**config.mk**
```make
export PLATFORM = sky130hd
export DESIGN_NAME = bus_cycle_initiator
export DESIGN_NICKNAME = d
export VERILOG_FILES = /design/src/rtl/bus_pkg.sv /design/src/rtl/bus_cycle_initiator.sv
export SDC_FILE = /design/constraint.sdc
export NUM_CORES = 1
export LEC_CHECK = 0
export ABC_AREA = 1
export CAP_MARGIN = 10
export CORE_ASPECT_RATIO = 0.5
export CORE_MARGIN = 2
export CORE_UTILIZATION = 40
export CTS_BUF_LIST = sky130_fd_sc_hd__clkbuf_16
export CTS_CLUSTER_SIZE = 10
export DETAILED_ROUTE_END_ITERATION = 7
export HOLD_SLACK_MARGIN = 0.12
export PLACE_DENSITY = 0.81
export RECOVER_POWER = 50
export REMOVE_ABC_BUFFERS = 1
export SYNTH_ARGS = -nofsm -noshare
export SYNTH_HDL_FRONTEND = slang
export SYNTH_SLANG_ARGS = --single-unit
```
**constraint.sdc**
```tcl
create_clock -name CPUCLK_IN -period 3.6 [get_ports CPUCLK_IN]
set_input_delay 0.9 -clock CPUCLK_IN [delete_from_list [all_inputs] [get_ports CPUCLK_IN]]
set_output_delay 0.9 -clock CPUCLK_IN [all_outputs]
set_load 0.03 [all_outputs]
```
**src/rtl/bus_pkg.sv**
```systemverilog
// Shared encodings and constants for the 68000-style bus cycle initiator.
package bus_pkg;

  // Bus-cycle FSM states
  typedef enum logic [1:0] {
    ST_IDLE   = 2'd0,
    ST_SETUP  = 2'd1,
    ST_STROBE = 2'd2,
    ST_TERM   = 2'd3
  } bus_state_e;

  // Function code that marks an interrupt-acknowledge cycle
  localparam logic [2:0] FC_IACK      = 3'b111;
  // Autovector numbers start here; the level comes from ADDR[3:1]
  localparam logic [7:0] AUTOVEC_BASE = 8'd24;

  // {UDS,LDS} lane masks
  localparam logic [1:0] MASK_NONE  = 2'b00;
  localparam logic [1:0] MASK_LOWER = 2'b01;
  localparam logic [1:0] MASK_UPPER = 2'b10;
  localparam logic [1:0] MASK_WORD  = 2'b11;

  // Right-justify the active lane(s) of a read; byte reads are zero-extended
  function automatic logic [15:0] lane_rdata(input logic [1:0] mask, input logic [15:0] din);
    logic [15:0] r;
    r = 16'h0000;
    case (mask)
      MASK_WORD:  r = din;
      MASK_UPPER: r = {8'h00, din[15:8]};
      MASK_LOWER: r = {8'h00, din[7:0]};
      default:    r = 16'h0000;
    endcase
    return r;
  endfunction

  // Byte writes put the low byte on both lanes so either strobe sees it
  function automatic logic [15:0] lane_wdata(input logic [1:0] mask, input logic [15:0] wd);
    logic [15:0] r;
    r = (mask == MASK_WORD) ? wd : {wd[7:0], wd[7:0]};
    return r;
  endfunction

endpackage

```
**src/rtl/bus_cycle_initiator.sv**
```systemverilog
// Single-access bus master: runs one read/write/IACK cycle per client request
// with SETUP -> STROBE -> TERM phasing, DTACK/AVEC/BERR termination and a
// STROBE-phase timeout.
module bus_cycle_initiator
  import bus_pkg::*;
#(
  parameter int unsigned TIMEOUT_CYCLES = 255,
  parameter int unsigned ADDR_WIDTH     = 24
) (
  input  logic                  CPUCLK_IN,
  input  logic                  RUN_IN,
  input  logic                  REQ_IN,
  input  logic                  REQ_WRITE_IN,
  input  logic [1:0]            REQ_MASK_IN,
  input  logic [2:0]            REQ_FC_IN,
  input  logic [ADDR_WIDTH-1:0] REQ_ADDR_IN,
  input  logic [15:0]           REQ_WDATA_IN,
  output logic                  BUSY,
  output logic                  DONE,
  output logic                  ERROR,
  output logic                  AUTOVEC,
  output logic [15:0]           RDATA,
  output logic                  AS_OUT,
  output logic                  WR_OUT,
  output logic                  UDS_OUT,
  output logic                  LDS_OUT,
  output logic [2:0]            FC_OUT,
  output logic [ADDR_WIDTH-1:0] ADDR_OUT,
  output logic [15:0]           DATA_OUT,
  output logic                  DATA_OE,
  input  logic [15:0]           DATA_IN,
  input  logic                  DTACK_IN,
  input  logic                  AVEC_IN,
  input  logic                  BERR_IN
);

  // Last counter value before the forced timeout termination
  localparam logic [15:0] TO_LAST = 16'(TIMEOUT_CYCLES - 1);

  bus_state_e            state_q, state_d;
  logic [ADDR_WIDTH-1:0] addr_q,  addr_d;
  logic [2:0]            fc_q,    fc_d;
  logic                  wr_q,    wr_d;
  logic [1:0]            mask_q,  mask_d;
  logic [15:0]           wdata_q, wdata_d;
  logic [15:0]           cnt_q,   cnt_d;
  logic [15:0]           rdata_q, rdata_d;
  logic                  err_q,   err_d;
  logic                  avec_q,  avec_d;

  logic                  avec_ok;
  logic                  unused_addr0;

  // Address bit 0 never reaches the bus
  assign unused_addr0 = REQ_ADDR_IN[0];

  // AVEC only counts as a termination during interrupt-acknowledge cycles
  assign avec_ok = AVEC_IN && (fc_q == FC_IACK);

  // State, captured request and result registers
  always_ff @(posedge CPUCLK_IN or negedge RUN_IN) begin
    if (!RUN_IN) begin
      state_q <= ST_IDLE;
      addr_q  <= '0;
      fc_q    <= 3'b000;
      wr_q    <= 1'b0;
      mask_q  <= MASK_NONE;
      wdata_q <= 16'h0000;
      cnt_q   <= 16'h0000;
      rdata_q <= 16'h0000;
      err_q   <= 1'b0;
      avec_q  <= 1'b0;
    end else begin
      state_q <= state_d;
      addr_q  <= addr_d;
      fc_q    <= fc_d;
      wr_q    <= wr_d;
      mask_q  <= mask_d;
      wdata_q <= wdata_d;
      cnt_q   <= cnt_d;
      rdata_q <= rdata_d;
      err_q   <= err_d;
      avec_q  <= avec_d;
    end
  end

  // Next-state: accept, phase sequencing, termination priority and timeout
  always_comb begin
    state_d = state_q;
    addr_d  = addr_q;
    fc_d    = fc_q;
    wr_d    = wr_q;
    mask_d  = mask_q;
    wdata_d = wdata_q;
    cnt_d   = cnt_q;
    rdata_d = rdata_q;
    err_d   = err_q;
    avec_d  = avec_q;

    case (state_q)
      ST_IDLE: begin
        if (REQ_IN) begin
          // Results of the previous access are dropped on every accept
          rdata_d = 16'h0000;
          err_d   = 1'b0;
          avec_d  = 1'b0;
          if (REQ_MASK_IN != MASK_NONE) begin
            addr_d  = {REQ_ADDR_IN[ADDR_WIDTH-1:1], 1'b0};
            fc_d    = REQ_FC_IN;
            wr_d    = REQ_WRITE_IN;
            mask_d  = REQ_MASK_IN;
            wdata_d = lane_wdata(REQ_MASK_IN, REQ_WDATA_IN);
            state_d = ST_SETUP;
          end else begin
            // Illegal mask: report an error without touching the bus
            err_d   = 1'b1;
            state_d = ST_TERM;
          end
        end
      end

      ST_SETUP: begin
        cnt_d   = 16'h0000;
        state_d = ST_STROBE;
      end

      ST_STROBE: begin
        if (BERR_IN) begin
          err_d   = 1'b1;
          state_d = ST_TERM;
        end else if (DTACK_IN) begin
          if (!wr_q) rdata_d = lane_rdata(mask_q, DATA_IN);
          state_d = ST_TERM;
        end else if (avec_ok) begin
          rdata_d = {8'h00, AUTOVEC_BASE + {5'b00000, addr_q[3:1]}};
          avec_d  = 1'b1;
          state_d = ST_TERM;
        end else if (cnt_q == TO_LAST) begin
          err_d   = 1'b1;
          state_d = ST_TERM;
        end else begin
          cnt_d = cnt_q + 16'h0001;
        end
      end

      ST_TERM: begin
        // Bus qualifiers return to 0 once IDLE is reached
        addr_d  = '0;
        fc_d    = 3'b000;
        wr_d    = 1'b0;
        mask_d  = MASK_NONE;
        wdata_d = 16'h0000;
        state_d = ST_IDLE;
      end

      default: state_d = ST_IDLE;
    endcase
  end

  // Bus and client outputs decoded from state and captured fields
  assign BUSY     = (state_q != ST_IDLE);
  assign DONE     = (state_q == ST_TERM);
  assign ERROR    = DONE && err_q;
  assign AUTOVEC  = DONE && avec_q;
  assign RDATA    = rdata_q;
  assign AS_OUT   = (state_q == ST_STROBE);
  assign UDS_OUT  = AS_OUT && mask_q[1];
  assign LDS_OUT  = AS_OUT && mask_q[0];
  assign WR_OUT   = wr_q;
  assign FC_OUT   = fc_q;
  assign ADDR_OUT = addr_q;
  assign DATA_OUT = wdata_q;
  // Write data stays enabled through TERM as a hold cycle
  assign DATA_OE  = wr_q && ((state_q == ST_STROBE) || (state_q == ST_TERM));

endmodule
```
# Yosys cells after proc, flatten, opt, wreduce, memory -nomap -nowiden
# Index checks and enable logic that the tools add are counted.
# word_totals
register_bits,82
in_bits,68
output_inout_bits,68
elab_cells,100
# classes
eq_ne,22
n_reduce_logical,19
add_sub_neg,2
muxes,47
# ops
cell,n
$mux 16,12
$pmux 16 s2,3
$mux 24,2
$pmux 16 s3,1
$pmux 24 s2,1
$reduce_and 5->1,4
$add 16x1->16 const B,1
$eq 16x8->1 const B,1
$mux 2,8
$mux 1,12
$ne 2x2->1 const B,6
$eq 2x2->1 const B,5
$reduce_bool 2->1,5
$pmux 2 s4,1
$add 5x3->6 const A,1
$logic_and 1x1->1,6
$mux 3,2
$ne 3x1->1 const B,2
$ne 3x3->1 const B,2
$pmux 1 s2,3
$pmux 3 s2,1
$ne 5x1->1 const B,1
$eq 2x1->1 const B,2
$pmux 2 s2,1
other kinds (7),7

# Logic depth before layout (Yosys ltp)
# depth
depth_word,6
depth_mapped,11
ltp_nobuf,10

# Worst setup path before layout
# OpenSTA, ideal clock, no wires.
# synth_path
kind,flip-flop to output port
start,register state_q[1]
end,output port DATA_OE
path_buffers,2
t_required_ns,2.700
path_slack_ns,0.943
t_arrival_ns,1.757
stages_incl_launch_ff,6
path_cell_list,dfrtp_1 ha_1 inv_1 buf_2 buf_1 a21oi_1
# synth_between
elab_chain_cells,3
elab_cells_between_ends,4
classes_between,2 x eq/ne; 2 x reduce/logical
# synth_rtl
item,line,text
"start, declared",bus_cycle_initiator.sv:40,"bus_state_e state_q, state_d;"
"start signal, assigned",bus_cycle_initiator.sv:74,state_q <= state_d;
$eq 2x2->1,n/a,
named net DONE,bus_cycle_initiator.sv:19,"output logic DONE,"
$logic_or 1x1->1,bus_cycle_initiator.sv:174,assign DATA_OE = wr_q && ((state_q == ST_STROBE) || (state_q == ST_TERM));
$logic_and 1x1->1,bus_cycle_initiator.sv:174,
"end, declared",bus_cycle_initiator.sv:30,"output logic DATA_OE,"
# The timed path passes the listed nets, and every way through them passes these cells.

# Worst setup path in the final report
# layout_path
start,register state_q[0]
end,output port DATA_OE
# layout_between
elab_chain_cells,3
elab_cells_between_ends,4
classes_between,2 x eq/ne; 2 x reduce/logical
# layout_rtl
item,line
$eq 2x2->1,bus_cycle_initiator.sv:174
$logic_or 1x1->1 *,bus_cycle_initiator.sv:174
$logic_and 1x1->1 *,bus_cycle_initiator.sv:174
# Mark *: on every way between the ends. The rest lies on a longest branch, timed or not.

==> results.yml <==
setup_path:
  path_cells: "inv_1 -> ha_1 -> inv_2 -> a21oi_1 -> clkdlybuf4s50_1"
  critical-path-top-delay-family: "buffers and inverters"
  critPathKind: "reg2out"
  crit_fanout: 8
  crit_required_ns: 2.70
  worst_setup_path_start_kind: "flop"
  arrival_ns: 2.25
  r2r-end: "ADDR_OUT[4]"
  rr_startpoint: "state_q[1]"
  path_buf_inv: 3
  cp-startpoint: "state_q[0]"
  cp-endpoint: "DATA_OE"
  critical_path_depth: 5
  cp_slowest_cell: "clkdlybuf4s50_1"
  cpPeakStageDelay_ns: 0.72
  r2r_slack_ns: 0.80
  endpoint_kind: "primary output"
  reg2regPathDepth: 7
drt:
  drc: 0
  vias_per_cell: 4.75
  drtIter0Drc: 234
  num_vias: 3760
  firstDrtPassIters: 5
  wl_per_cell_microns: 13.3
  ant_nets: 0
  wl_microns: 10500
global_routing:
  grt_usage: 0.193
  grt.met2_usage: 0.318
  grt_max_degree: 82
  grtUsageMet3: 0.0509
  antenna_found_initial: 0
  grt_pass1_wl_microns: 17600
  grt_pass1_vias: 3582
  met1_usage: 0.242
  grt.busiest_layer: "met2"
  gr-total-overflow: 0
floorplanning:
  fp.coreArea_sq_um: 10200
  fp.dieH_microns: 76.4
  dieArea_sq_um: 11400
  fp.dieW_microns: 149
  num_rows: 26
  start_util: 0.411
  io_pins: 136
power_and_ir_drop:
  p_sw_mw: 2.07
  sw_frac_of_total: 0.438
  power_density_nw_per_um2: 807
  clkPwrFrac: 0.183
  cell_internal_pwr_mw: 2.66
  ir_drop_uv: 383
  p_seq_frac: 0.301
  total_power_mw: 4.73
  comb_power_share: 0.516
  p_leak_nw: 2.61
timing:
  finalSetupTns_ns: 0
  drv_slew: 129
  period_needed_ns: 3.15
  skew_ns: 0.00507
  finalHoldViolCount: 0
  setup-violations-final: 0
  post-route-period-util: 0.876
  fmax_mhz: 317
  rsz0062_at_grt: "false"
  worst_pin_slew_ns: 2.06
  slew_headroom: -0.376
synthesis:
  synthCells: 523
  ys_ff_latch: 81
  synth.distinct_cells: 36
  synth_ff_type: "dfrtp_1"
  synth-edff-count: 0
  postSynthAreaPerCell_sq_um: 8.03
  yosysSeqAreaShare: 0.483
  yosys_warnings: 0
  yosys.area.top_type: "dfrtp_1"
  synth_area_sq_um: 4200
  async_flop_share: 1.00
  synth_top_area_frac: 0.483
  ys_top_cells_by_area: "dfrtp_1 (48%), nand2_1 (8.9%), nand3_1 (7.6%)"
place:
  portBuffers: 133
  dp.cells: 777
  hpwl_microns: 7450
  place.gp.congestion: 0.828
  dpl_cell_area_sq_um: 5600
run_status:
  violations: "max-capacitance violations, max-slew violations"
  status: "finished with violations"
clock_tree:
  path_clk_slew_ns: 0.06
  clock_latency_ns: 0.33
  clkSinkCount: 81
  postCtsSetupBuffers: 0
  clockBufferDepth: 2
  htreeDepth: 3
  cts.hold.buffers_added: 0
  cts_resized: 0
  cts_tree: "done"
  cts-root-buf: "clkbuf_16"
  numCtsBuffers: 9
cells_and_area:
  drive_above_1_share: 0.0661
  final_util: 0.574
  diodes: 0
  syn2layout_area_growth_pct: 39.6
  design_area_sq_um: 5860
  nNetsFinal: 722
  fin_cells: 791
flow_run:
  maxCapViolations: 2
hold_path:
  hold_depth: 2
  hold_class: "reg2reg"
-- final cells by class --
| class | count | area, sq um |
|---|---|---|
| Timing Repair Buffer | 137 | 1350 |
| Sequential cell | 81 | 2030 |
| Fill cell | 900 | 4350 |
| Tap cell | 140 | 175 |
| Clock buffer | 9 | 225 |
| Multi-Input combinational cell | 334 | 1720 |
| Inverter | 85 | 319 |
| Clock inverter | 5 | 50.0 |
-- registers in the layout (all words and copies together), names as in the netlist --
name	cells
ADDR_OUT	23
state_q	2
cnt_q	16
WR_OUT	1
DATA_OUT	16
FC_OUT	3
err_q	1
mask_q	2
RDATA	16
avec_q	1
-- worst min-delay path, cell delays in order, from the launching register on --
cell	delay, ns
dfrtp_1	0.35
nand2_1	0.06
nand2_1	0.05
-- kinds of logic after synthesis --
logic type,share of synthesized area
fa+ha+maj,0.0179
mux,0.0167
xor+xnor,0.0104
compound gates,0.126
buf+inv,0.109
simple gates,0.236
flops,0.483
other cells,0.000893
-- routing by layer --
metal  vias up  routed length, microns
met5         -                       0
met4         0                     213
met3        20                     473
met2        88                    5150
met1      1729                    4660
li1       1923                       -
-- power by group through the flow --
stage / logic (mW) / registers (mW) / clock network (mW)
finish: 2.44 / 1.42 / 0.867
global route: 2.64 / 1.46 / 0.937
CTS: 2.46 / 1.42 / 0.886
detailed placement: 2.45 / 1.43 / 0
global placement: 2.41 / 1.42 / 0
floorplan: 0.931 / 1.96 / 0
-- cells in the final DEF, fill, tap and decap left out, types with 5 or more instances in the layout --
master / synthesis / routed
nand2_1: 99 / 99
ha_1: 6 / 6
nand3_1: 64 / 64
clkdlybuf4s50_1: 0 / 130
nand4_1: 5 / 5
inv_1: 83 / 84
a21oi_1: 7 / 8
o22ai_1: 9 / 9
mux2i_1: 7 / 7
nor2_2: 8 / 8
dfrtp_1: 81 / 81
a21oi_2: 9 / 8
nor2_1: 36 / 36
o21ai_1: 14 / 14
o21ai_0: 45 / 45
clkbuf_16: 0 / 9
-- cell usage after synthesis, types with 2 or more instances --
library cell   n
nand2_1       99
inv_1         83
dfrtp_1       81
nand3_1       64
o21ai_0       45
nor2_1        36
o21ai_1       14
a21oi_2        9
o22ai_1        9
clkbuf_1       8
nor2_2         8
a21oi_1        7
mux2i_1        7
buf_2          6
ha_1           6
nand4_1        5
buf_4          4
buf_6          4
and3_1         3
o21ai_2        3
or2_2          3
xor2_1         3
nor3_1         2
xnor2_1        2
-- worst min path at each step --
stage                     slack, ns  startpoint  endpoint
after CTS                      0.48       err_q     err_q
after global routing           0.51       err_q     err_q
after detailed placement       0.47       err_q     err_q
final                          0.48       err_q     err_q
after floorplan                0.44       err_q     err_q
after global placement         0.46       err_q     err_q
-- metrics by stage --
step / setup slack (ns) / hold WS (ns)
2_1_floorplan: 0.513 / 0.442
3_3_place_gp: 0.833 / 0.458
3_5_place_dp: 0.795 / 0.470
4_1_cts: 0.423 / 0.483
5_1_grt: 0.324 / 0.512
6_report: 0.445 / 0.484
No activity file was read; power rests on OpenSTA's default activity.
